<file path="config.mk">
export PLATFORM = sky130hd
export DESIGN_NAME = flu_wb_arbiter_flat
export DESIGN_NICKNAME = d
export VERILOG_FILES = /design/src/rtl/flu_wb_arbiter_pkg.sv /design/src/rtl/flu_wb_arbiter_if.sv /design/src/rtl/flu_wb_arbiter_mult_tracker.sv /design/src/rtl/flu_wb_arbiter.sv /design/src/flat_wrapper.sv
export SDC_FILE = /design/constraint.sdc
export NUM_CORES = 1
export LEC_CHECK = 0
export ABC_AREA = 1
export CORE_MARGIN = 8
export CORE_UTILIZATION = 32
export DETAILED_ROUTE_END_ITERATION = 10
export PLACE_DENSITY_LB_ADDON = 0.15
export SETUP_SLACK_MARGIN = 0.05
export SLEW_MARGIN = 20
export SYNTH_ARGS = -nofsm -noshare
export SYNTH_HDL_FRONTEND = slang
export SYNTH_SLANG_ARGS = --single-unit
</file>
<file path="constraint.sdc">
create_clock -name clk_i -period 2.52 [get_ports clk_i]
set_input_delay 0.63 -clock clk_i [delete_from_list [all_inputs] [get_ports clk_i]]
set_output_delay 0.63 -clock clk_i [all_outputs]
set_load 0.005 [all_outputs]
</file>
<file path="src/rtl/flu_wb_arbiter_pkg.sv">
// Shared types for the FLU writeback arbiter: issue classes and the writeback record.
package flu_wb_arbiter_pkg;

  localparam int unsigned FLU_XLEN     = 64;
  localparam int unsigned FLU_TID_BITS = 3;

  typedef enum logic [2:0] {
    FLU_ALU,
    FLU_BRANCH,
    FLU_CSR,
    FLU_MULT,
    FLU_DIV
  } flu_class_e;

  typedef struct packed {
    logic                    valid;
    logic [FLU_XLEN-1:0]     result;
    logic [FLU_TID_BITS-1:0] trans_id;
    logic                    ex_valid;
  } flu_wb_t;

  function automatic logic is_single_cycle(flu_class_e c);
    return (c == FLU_ALU) || (c == FLU_BRANCH) || (c == FLU_CSR);
  endfunction

endpackage

</file>
<file path="src/rtl/flu_wb_arbiter_if.sv">
// Issue handshake, result sources and FLU writeback bus of the arbiter.
interface flu_wb_arbiter_if #(
  parameter int unsigned XLEN          = 64,
  parameter int unsigned TRANS_ID_BITS = 3
);
  logic                     flush_i;
  logic                     issue_valid_i;
  logic [2:0]               issue_class_i;
  logic [TRANS_ID_BITS-1:0] issue_trans_id_i;
  logic                     sc_ready_o;
  logic                     mult_ready_o;
  logic                     div_ready_o;
  logic [XLEN-1:0]          sc_result_i;
  logic                     sc_ex_valid_i;
  logic [XLEN-1:0]          mult_result_i;
  logic                     div_valid_i;
  logic [XLEN-1:0]          div_result_i;
  logic                     div_ack_o;
  logic                     flu_valid_o;
  logic [XLEN-1:0]          flu_result_o;
  logic [TRANS_ID_BITS-1:0] flu_trans_id_o;
  logic                     flu_ex_valid_o;

  modport slave (
    input  flush_i, issue_valid_i, issue_class_i, issue_trans_id_i,
    input  sc_result_i, sc_ex_valid_i, mult_result_i, div_valid_i, div_result_i,
    output sc_ready_o, mult_ready_o, div_ready_o, div_ack_o,
    output flu_valid_o, flu_result_o, flu_trans_id_o, flu_ex_valid_o
  );

  modport master (
    output flush_i, issue_valid_i, issue_class_i, issue_trans_id_i,
    output sc_result_i, sc_ex_valid_i, mult_result_i, div_valid_i, div_result_i,
    input  sc_ready_o, mult_ready_o, div_ready_o, div_ack_o,
    input  flu_valid_o, flu_result_o, flu_trans_id_o, flu_ex_valid_o
  );
endinterface

</file>
<file path="src/rtl/flu_wb_arbiter_mult_tracker.sv">
// Shift register of {valid, trans_id} following each multiply down its fixed-latency pipe.
module flu_mult_tracker #(
  parameter int unsigned DEPTH = 2,
  parameter int unsigned TID_W = 3
) (
  input  logic             clk_i,
  input  logic             rst_i,
  input  logic             flush_i,
  input  logic             push_i,
  input  logic [TID_W-1:0] push_id_i,
  output logic             retire_o,
  output logic [TID_W-1:0] retire_id_o
);

  logic [DEPTH-1:0]            valid_q, valid_d;
  logic [DEPTH-1:0][TID_W-1:0] id_q, id_d;

  always_comb begin
    valid_d    = '0;
    id_d       = id_q;
    valid_d[0] = push_i;
    id_d[0]    = push_id_i;
    for (int i = 1; i < DEPTH; i++) begin
      valid_d[i] = valid_q[i-1];
      id_d[i]    = id_q[i-1];
    end
    if (flush_i) valid_d = '0;
  end

  always_ff @(posedge clk_i) begin
    if (rst_i) begin
      valid_q <= '0;
      id_q    <= '0;
    end else begin
      valid_q <= valid_d;
      id_q    <= id_d;
    end
  end

  assign retire_o    = valid_q[DEPTH-1];
  assign retire_id_o = id_q[DEPTH-1];

endmodule

</file>
<file path="src/rtl/flu_wb_arbiter.sv">
// FLU writeback arbiter: multiplier retire > single-cycle issue > divider result.
// Divider path is present only when FLU_WB_ARB_DIV_EN is defined.
module flu_wb_arbiter
  import flu_wb_arbiter_pkg::*;
#(
  parameter int unsigned XLEN          = FLU_XLEN,
  parameter int unsigned TRANS_ID_BITS = FLU_TID_BITS,
  parameter int unsigned MULT_LATENCY  = 2
) (
  input logic             clk_i,
  input logic             rst_i,
  flu_wb_arbiter_if.slave bus
);

  logic                     blocked;
  logic                     div_pend;
  logic                     sc_acc;
  logic                     mult_acc;
  logic                     mult_retire;
  logic [TRANS_ID_BITS-1:0] mult_retire_id;
  flu_class_e               cls;
  flu_wb_t                  wb_q, wb_d;

  assign blocked = rst_i || bus.flush_i;
  assign cls     = flu_class_e'(bus.issue_class_i);

  flu_mult_tracker #(
    .DEPTH (MULT_LATENCY),
    .TID_W (TRANS_ID_BITS)
  ) u_mult_tracker (
    .clk_i       (clk_i),
    .rst_i       (rst_i),
    .flush_i     (bus.flush_i),
    .push_i      (mult_acc),
    .push_id_i   (bus.issue_trans_id_i),
    .retire_o    (mult_retire),
    .retire_id_o (mult_retire_id)
  );

`ifdef FLU_WB_ARB_DIV_EN
  logic                     div_busy_q, div_busy_d;
  logic                     div_acc, div_ack;
  logic [TRANS_ID_BITS-1:0] div_id_q;

  assign div_pend        = bus.div_valid_i;
  assign bus.div_ready_o = !blocked && !div_busy_q && !bus.div_valid_i;
  assign div_acc         = bus.issue_valid_i && bus.div_ready_o && (cls == FLU_DIV);
  assign div_ack         = !blocked && bus.div_valid_i && !mult_retire && !sc_acc;
  assign bus.div_ack_o   = div_ack;

  always_comb begin
    div_busy_d = div_busy_q;
    if (div_acc)      div_busy_d = 1'b1;
    else if (div_ack) div_busy_d = 1'b0;
  end

  always_ff @(posedge clk_i) begin
    if (blocked) div_busy_q <= 1'b0;
    else         div_busy_q <= div_busy_d;
    if (rst_i)        div_id_q <= '0;
    else if (div_acc) div_id_q <= bus.issue_trans_id_i;
  end
`else
  logic unused_div;
  assign unused_div      = ^{bus.div_valid_i, bus.div_result_i};
  assign div_pend        = 1'b0;
  assign bus.div_ready_o = 1'b0;
  assign bus.div_ack_o   = 1'b0;
`endif

  // A pending divide stalls new multiplies so the pipe drains within MULT_LATENCY cycles.
  assign bus.sc_ready_o   = !blocked && !mult_retire && !div_pend;
  assign bus.mult_ready_o = !blocked && !div_pend;
  assign sc_acc   = bus.issue_valid_i && bus.sc_ready_o && is_single_cycle(cls);
  assign mult_acc = bus.issue_valid_i && bus.mult_ready_o && (cls == FLU_MULT);

  always_comb begin
    wb_d = '0;
    if (mult_retire) begin
      wb_d.valid    = 1'b1;
      wb_d.result   = FLU_XLEN'(bus.mult_result_i);
      wb_d.trans_id = FLU_TID_BITS'(mult_retire_id);
    end else if (sc_acc) begin
      wb_d.valid    = 1'b1;
      wb_d.result   = FLU_XLEN'(bus.sc_result_i);
      wb_d.trans_id = FLU_TID_BITS'(bus.issue_trans_id_i);
      wb_d.ex_valid = bus.sc_ex_valid_i;
    end
`ifdef FLU_WB_ARB_DIV_EN
    else if (div_ack) begin
      wb_d.valid    = 1'b1;
      wb_d.result   = FLU_XLEN'(bus.div_result_i);
      wb_d.trans_id = FLU_TID_BITS'(div_id_q);
    end
`endif
  end

  always_ff @(posedge clk_i) begin
    if (blocked) wb_q <= '0;
    else         wb_q <= wb_d;
  end

  assign bus.flu_valid_o    = wb_q.valid;
  assign bus.flu_result_o   = XLEN'(wb_q.result);
  assign bus.flu_trans_id_o = TRANS_ID_BITS'(wb_q.trans_id);
  assign bus.flu_ex_valid_o = wb_q.ex_valid;

endmodule

</file>
<file path="src/flat_wrapper.sv">
// flat-port wrapper written by rule: the top's interface ports become plain ports
module flu_wb_arbiter_flat import flu_wb_arbiter_pkg::*;
#(
  parameter int unsigned XLEN          = FLU_XLEN,
  parameter int unsigned TRANS_ID_BITS = FLU_TID_BITS,
  parameter int unsigned MULT_LATENCY  = 2
)
  (clk_i, rst_i, bus_flush_i, bus_issue_valid_i, bus_issue_class_i, bus_issue_trans_id_i, bus_sc_result_i, bus_sc_ex_valid_i, bus_mult_result_i, bus_div_valid_i, bus_div_result_i, bus_sc_ready_o, bus_mult_ready_o, bus_div_ready_o, bus_div_ack_o, bus_flu_valid_o, bus_flu_result_o, bus_flu_trans_id_o, bus_flu_ex_valid_o);
  flu_wb_arbiter_if #(.XLEN(XLEN), .TRANS_ID_BITS(TRANS_ID_BITS)) bus_i ();
  input logic clk_i;
  input logic rst_i;
  input wire logic [$bits(bus_i.flush_i)-1:0] bus_flush_i;
  input wire logic [$bits(bus_i.issue_valid_i)-1:0] bus_issue_valid_i;
  input wire logic [$bits(bus_i.issue_class_i)-1:0] bus_issue_class_i;
  input wire logic [$bits(bus_i.issue_trans_id_i)-1:0] bus_issue_trans_id_i;
  input wire logic [$bits(bus_i.sc_result_i)-1:0] bus_sc_result_i;
  input wire logic [$bits(bus_i.sc_ex_valid_i)-1:0] bus_sc_ex_valid_i;
  input wire logic [$bits(bus_i.mult_result_i)-1:0] bus_mult_result_i;
  input wire logic [$bits(bus_i.div_valid_i)-1:0] bus_div_valid_i;
  input wire logic [$bits(bus_i.div_result_i)-1:0] bus_div_result_i;
  output wire logic [$bits(bus_i.sc_ready_o)-1:0] bus_sc_ready_o;
  output wire logic [$bits(bus_i.mult_ready_o)-1:0] bus_mult_ready_o;
  output wire logic [$bits(bus_i.div_ready_o)-1:0] bus_div_ready_o;
  output wire logic [$bits(bus_i.div_ack_o)-1:0] bus_div_ack_o;
  output wire logic [$bits(bus_i.flu_valid_o)-1:0] bus_flu_valid_o;
  output wire logic [$bits(bus_i.flu_result_o)-1:0] bus_flu_result_o;
  output wire logic [$bits(bus_i.flu_trans_id_o)-1:0] bus_flu_trans_id_o;
  output wire logic [$bits(bus_i.flu_ex_valid_o)-1:0] bus_flu_ex_valid_o;
  assign bus_i.flush_i = bus_flush_i;
  assign bus_i.issue_valid_i = bus_issue_valid_i;
  assign bus_i.issue_class_i = bus_issue_class_i;
  assign bus_i.issue_trans_id_i = bus_issue_trans_id_i;
  assign bus_i.sc_result_i = bus_sc_result_i;
  assign bus_i.sc_ex_valid_i = bus_sc_ex_valid_i;
  assign bus_i.mult_result_i = bus_mult_result_i;
  assign bus_i.div_valid_i = bus_div_valid_i;
  assign bus_i.div_result_i = bus_div_result_i;
  assign bus_sc_ready_o = bus_i.sc_ready_o;
  assign bus_mult_ready_o = bus_i.mult_ready_o;
  assign bus_div_ready_o = bus_i.div_ready_o;
  assign bus_div_ack_o = bus_i.div_ack_o;
  assign bus_flu_valid_o = bus_i.flu_valid_o;
  assign bus_flu_result_o = bus_i.flu_result_o;
  assign bus_flu_trans_id_o = bus_i.flu_trans_id_o;
  assign bus_flu_ex_valid_o = bus_i.flu_ex_valid_o;
  flu_wb_arbiter #(.XLEN(XLEN), .TRANS_ID_BITS(TRANS_ID_BITS), .MULT_LATENCY(MULT_LATENCY)) u_core (.clk_i(clk_i), .rst_i(rst_i), .bus(bus_i));
endmodule
</file>
==> results.json <==
{
  "outcome": "complete, no violations",
  "globalRouteOverflowTotal": 0,
  "ant_nets": 0,
  "cts_made_buffers": 9,
  "num_rows": 34,
  "hold_ws_ns": 0.4020,
  "skew_ns": 0.006534,
  "antenna_found_initial": 0,
  "synthToLayoutAreaGrowth_pct": 82.94,
  "num-fill-cells": 783,
  "core-area_sq_um": 8593,
  "seqCellArea_sq_um": 1541,
  "dp_hpwl_um": 7505,
  "fin_nets": 743,
  "clkLatencyLatePin_ns": 0.33,
  "path_class": "primary input to primary output",
  "die_h_um": 109.4,
  "post_drt_wl_per_cell_um": 15.05,
  "crit_required_ns": 1.89,
  "cts.sinks": 77,
  "root_buffer": "clkbuf_8",
  "synth_warnings": 0,
  "grt_pass1_wl_um": 14680,
  "die_area_sq_um": 11980,
  "hold_violations": 0,
  "reg2reg_setup_slack_ns": 1.30,
  "synth_top_area_frac": 0.5517,
  "wirelength_um": 9780,
  "die_w_um": 109.4,
  "powerDensity_nw_per_um2": 454.8,
  "cp-end-kind": "primary output",
  "ys_types": 18,
  "reg2reg_to": "u_core.bus.flu_result_o[58]$_SDFF_PP0_",
  "dr.pass1.iters": 6,
  "dpl.cell_count": 636,
  "synth_ff_type": "dfxtp_1",
  "cts_tree": "built",
  "synth-edff-count": 0,
  "start_kind": "primary input",
  "portBuffers": 209,
  "crit_start": "rst_i",
  "synth_area_sq_um": 2794,
  "start_util": 0.3251,
  "crit_end": "bus_mult_ready_o",
  "reg2reg_from": "u_core.u_mult_tracker.valid_q[1]$_SDFF_PP0_",
  "drt_iter0_drc": 122,
  "num_vias": 2844,
  "antenna_cells": 0,
  "ys_top_cells_by_area": "dfxtp_1, nand2_1, nand3_1",
  "finalCritPeriodShare": 0.9533,
  "ff2ff_path_depth": 4,
  "syn_avg_cell_area_sq_um": 8.390,
  "tns_ns": 0,
  "maxSlewViolCount": 0,
  "place_congestion": 0.7483,
  "cts_setup_buffers": 0,
  "fin_cells": 650,
  "ys_ff_latch": 77,
  "globalRouteTotalUtil": 0.1578,
  "yosys-top-cells-count": "nand2_1, dfxtp_1, nand3_1",
  "cts-resized-gates": 1,
  "leakage_nw": 2.195,
  "yosysSeqAreaShare": 0.5517,
  "ir_drop_mv": 0.2595,
  "clkSlewWorstSetupHoldPaths_ns": 0.07,
  "via_per_inst": 4.375,
  "hold_path.class": "flip-flop to flip-flop",
  "period_minus_slack_ns": 2.402,
  "cts_hold_buf": 0,
  "fmax_mhz": 416.3,
  "post-synth-top-count-cell": "nand2_1",
  "yosysTopAreaCell": "dfxtp_1",
  "drc": 0,
  "synthArstFlopShare": 0,
  "setup_violations": 0,
  "path_max_fanout": 4,
  "max_cap_viol_count": 0,
  "h-tree-depth": 3,
  "syn_inst": 333,
  "rsz0062_at_grt": "no",
  "cp.arrival_ns": 1.77,
  "ios": 277,
  "multiInputGateArea_sq_um": 1051,
  "max-clock-path-buffers": 2,
  "grt_start_max_net_pins": 49,
  "drive_above_1_share": 0.08487,
  "grt_pass1_vias": 2938
}
-- area by class of cell --
cell class                 count  share of cell area
clock buffer                  11             0.02570
timing repair buffer         217              0.4282
multi-input combinational    221              0.2056
clock inverter                 3            0.002938
inverter                      13            0.009547
tap                          108             0.02644
sequential                    77              0.3016
-- logic make-up after synthesis --
logic type | count (synthesis) | synth area share
simple gates | 217 | 0.3659
buf+inv | 36 | 0.07613
compound gates | 2 | 0.004925
flops | 77 | 0.5517
other cells | 1 | 0.001342
-- routing by layer --
layer  up-vias  GRT usage  part of all wire
met5         -          0                 0
met2       139     0.2614              0.47
met1      1255     0.1646              0.37
met3         7     0.1002              0.15
li1       1443          -                 -
met4         0    0.03761            0.0073
-- worst max-delay path, cell delays in order --
cell             delay, ns
clkdlybuf4s50_1       0.44
inv_2                 0.08
nand2_4               0.06
inv_1                 0.05
clkdlybuf4s50_1       0.51
-- flip-flops by register name, summed over array words and instances, names as in the netlist --
name,flops
u_core.u_mult_tracker.valid_q,2
u_core.bus.flu_ex_valid_o,1
u_core.u_mult_tracker.retire_id_o,3
u_core.u_mult_tracker.id_d,3
u_core.bus.flu_trans_id_o,3
u_core.bus.flu_result_o,64
u_core.bus.flu_valid_o,1
-- cell usage in the layout, fill, tap and decap left out, types with 2 or more instances in the layout --
master           Yosys  layout
buf_12               0       3
buf_4                4       5
clkbuf_1             1       2
clkbuf_8             0       9
clkdlybuf4s50_1      0     208
clkinv_2             0       3
conb_1               1       2
dfxtp_1             77      77
inv_1               11      11
inv_2                2       2
nand2_1            137     137
nand3_1             47      47
nand3_2             20      20
nor2_1               9       9
nor2_4               2       2
-- stage by stage --
| step | power (W) | utilization | cell area (sq um) | worst slack, ns |
|---|---|---|---|---|
| after floorplan | 0.001332 | - | 2798 | 1.024 |
| after global placement | 0.001598 | 0.5779 | 4966 | 0.06432 |
| after detailed placement | 0.001602 | 0.5779 | 4966 | 0.05471 |
| after CTS | 0.002365 | 0.5948 | 5111 | 0.1105 |
| after global routing | 0.002444 | 0.5948 | 5111 | 0.05786 |
| final | 0.002325 | 0.5948 | 5111 | 0.1176 |
-- power breakdown --
| part | switching [W] | internal (W) |
|---|---|---|
| logic | 0.0000955 | 0.000235 |
| registers | 0.00000510 | 0.00124 |
| clock network | 0.000410 | 0.000343 |
-- worst min path at each step --
stage	slack, ns	depth (start not counted)	end	startpoint
finish	0.40	2	u_core.u_mult_tracker.retire_id_o[0]$_SDFF_PP0_	u_core.u_mult_tracker.id_d[3]$_SDFF_PP0_
global route	0.42	2	u_core.u_mult_tracker.retire_id_o[0]$_SDFF_PP0_	u_core.u_mult_tracker.id_d[3]$_SDFF_PP0_
CTS	0.40	2	u_core.u_mult_tracker.retire_id_o[0]$_SDFF_PP0_	u_core.u_mult_tracker.id_d[3]$_SDFF_PP0_
detailed placement	0.39	2	u_core.u_mult_tracker.retire_id_o[0]$_SDFF_PP0_	u_core.u_mult_tracker.id_d[3]$_SDFF_PP0_
global placement	0.39	2	u_core.u_mult_tracker.retire_id_o[1]$_SDFF_PP0_	u_core.u_mult_tracker.id_d[4]$_SDFF_PP0_
floorplan	0.39	2	u_core.u_mult_tracker.retire_id_o[0]$_SDFF_PP0_	u_core.u_mult_tracker.id_d[3]$_SDFF_PP0_
Note: power is estimated with default switching activity, not from simulation.
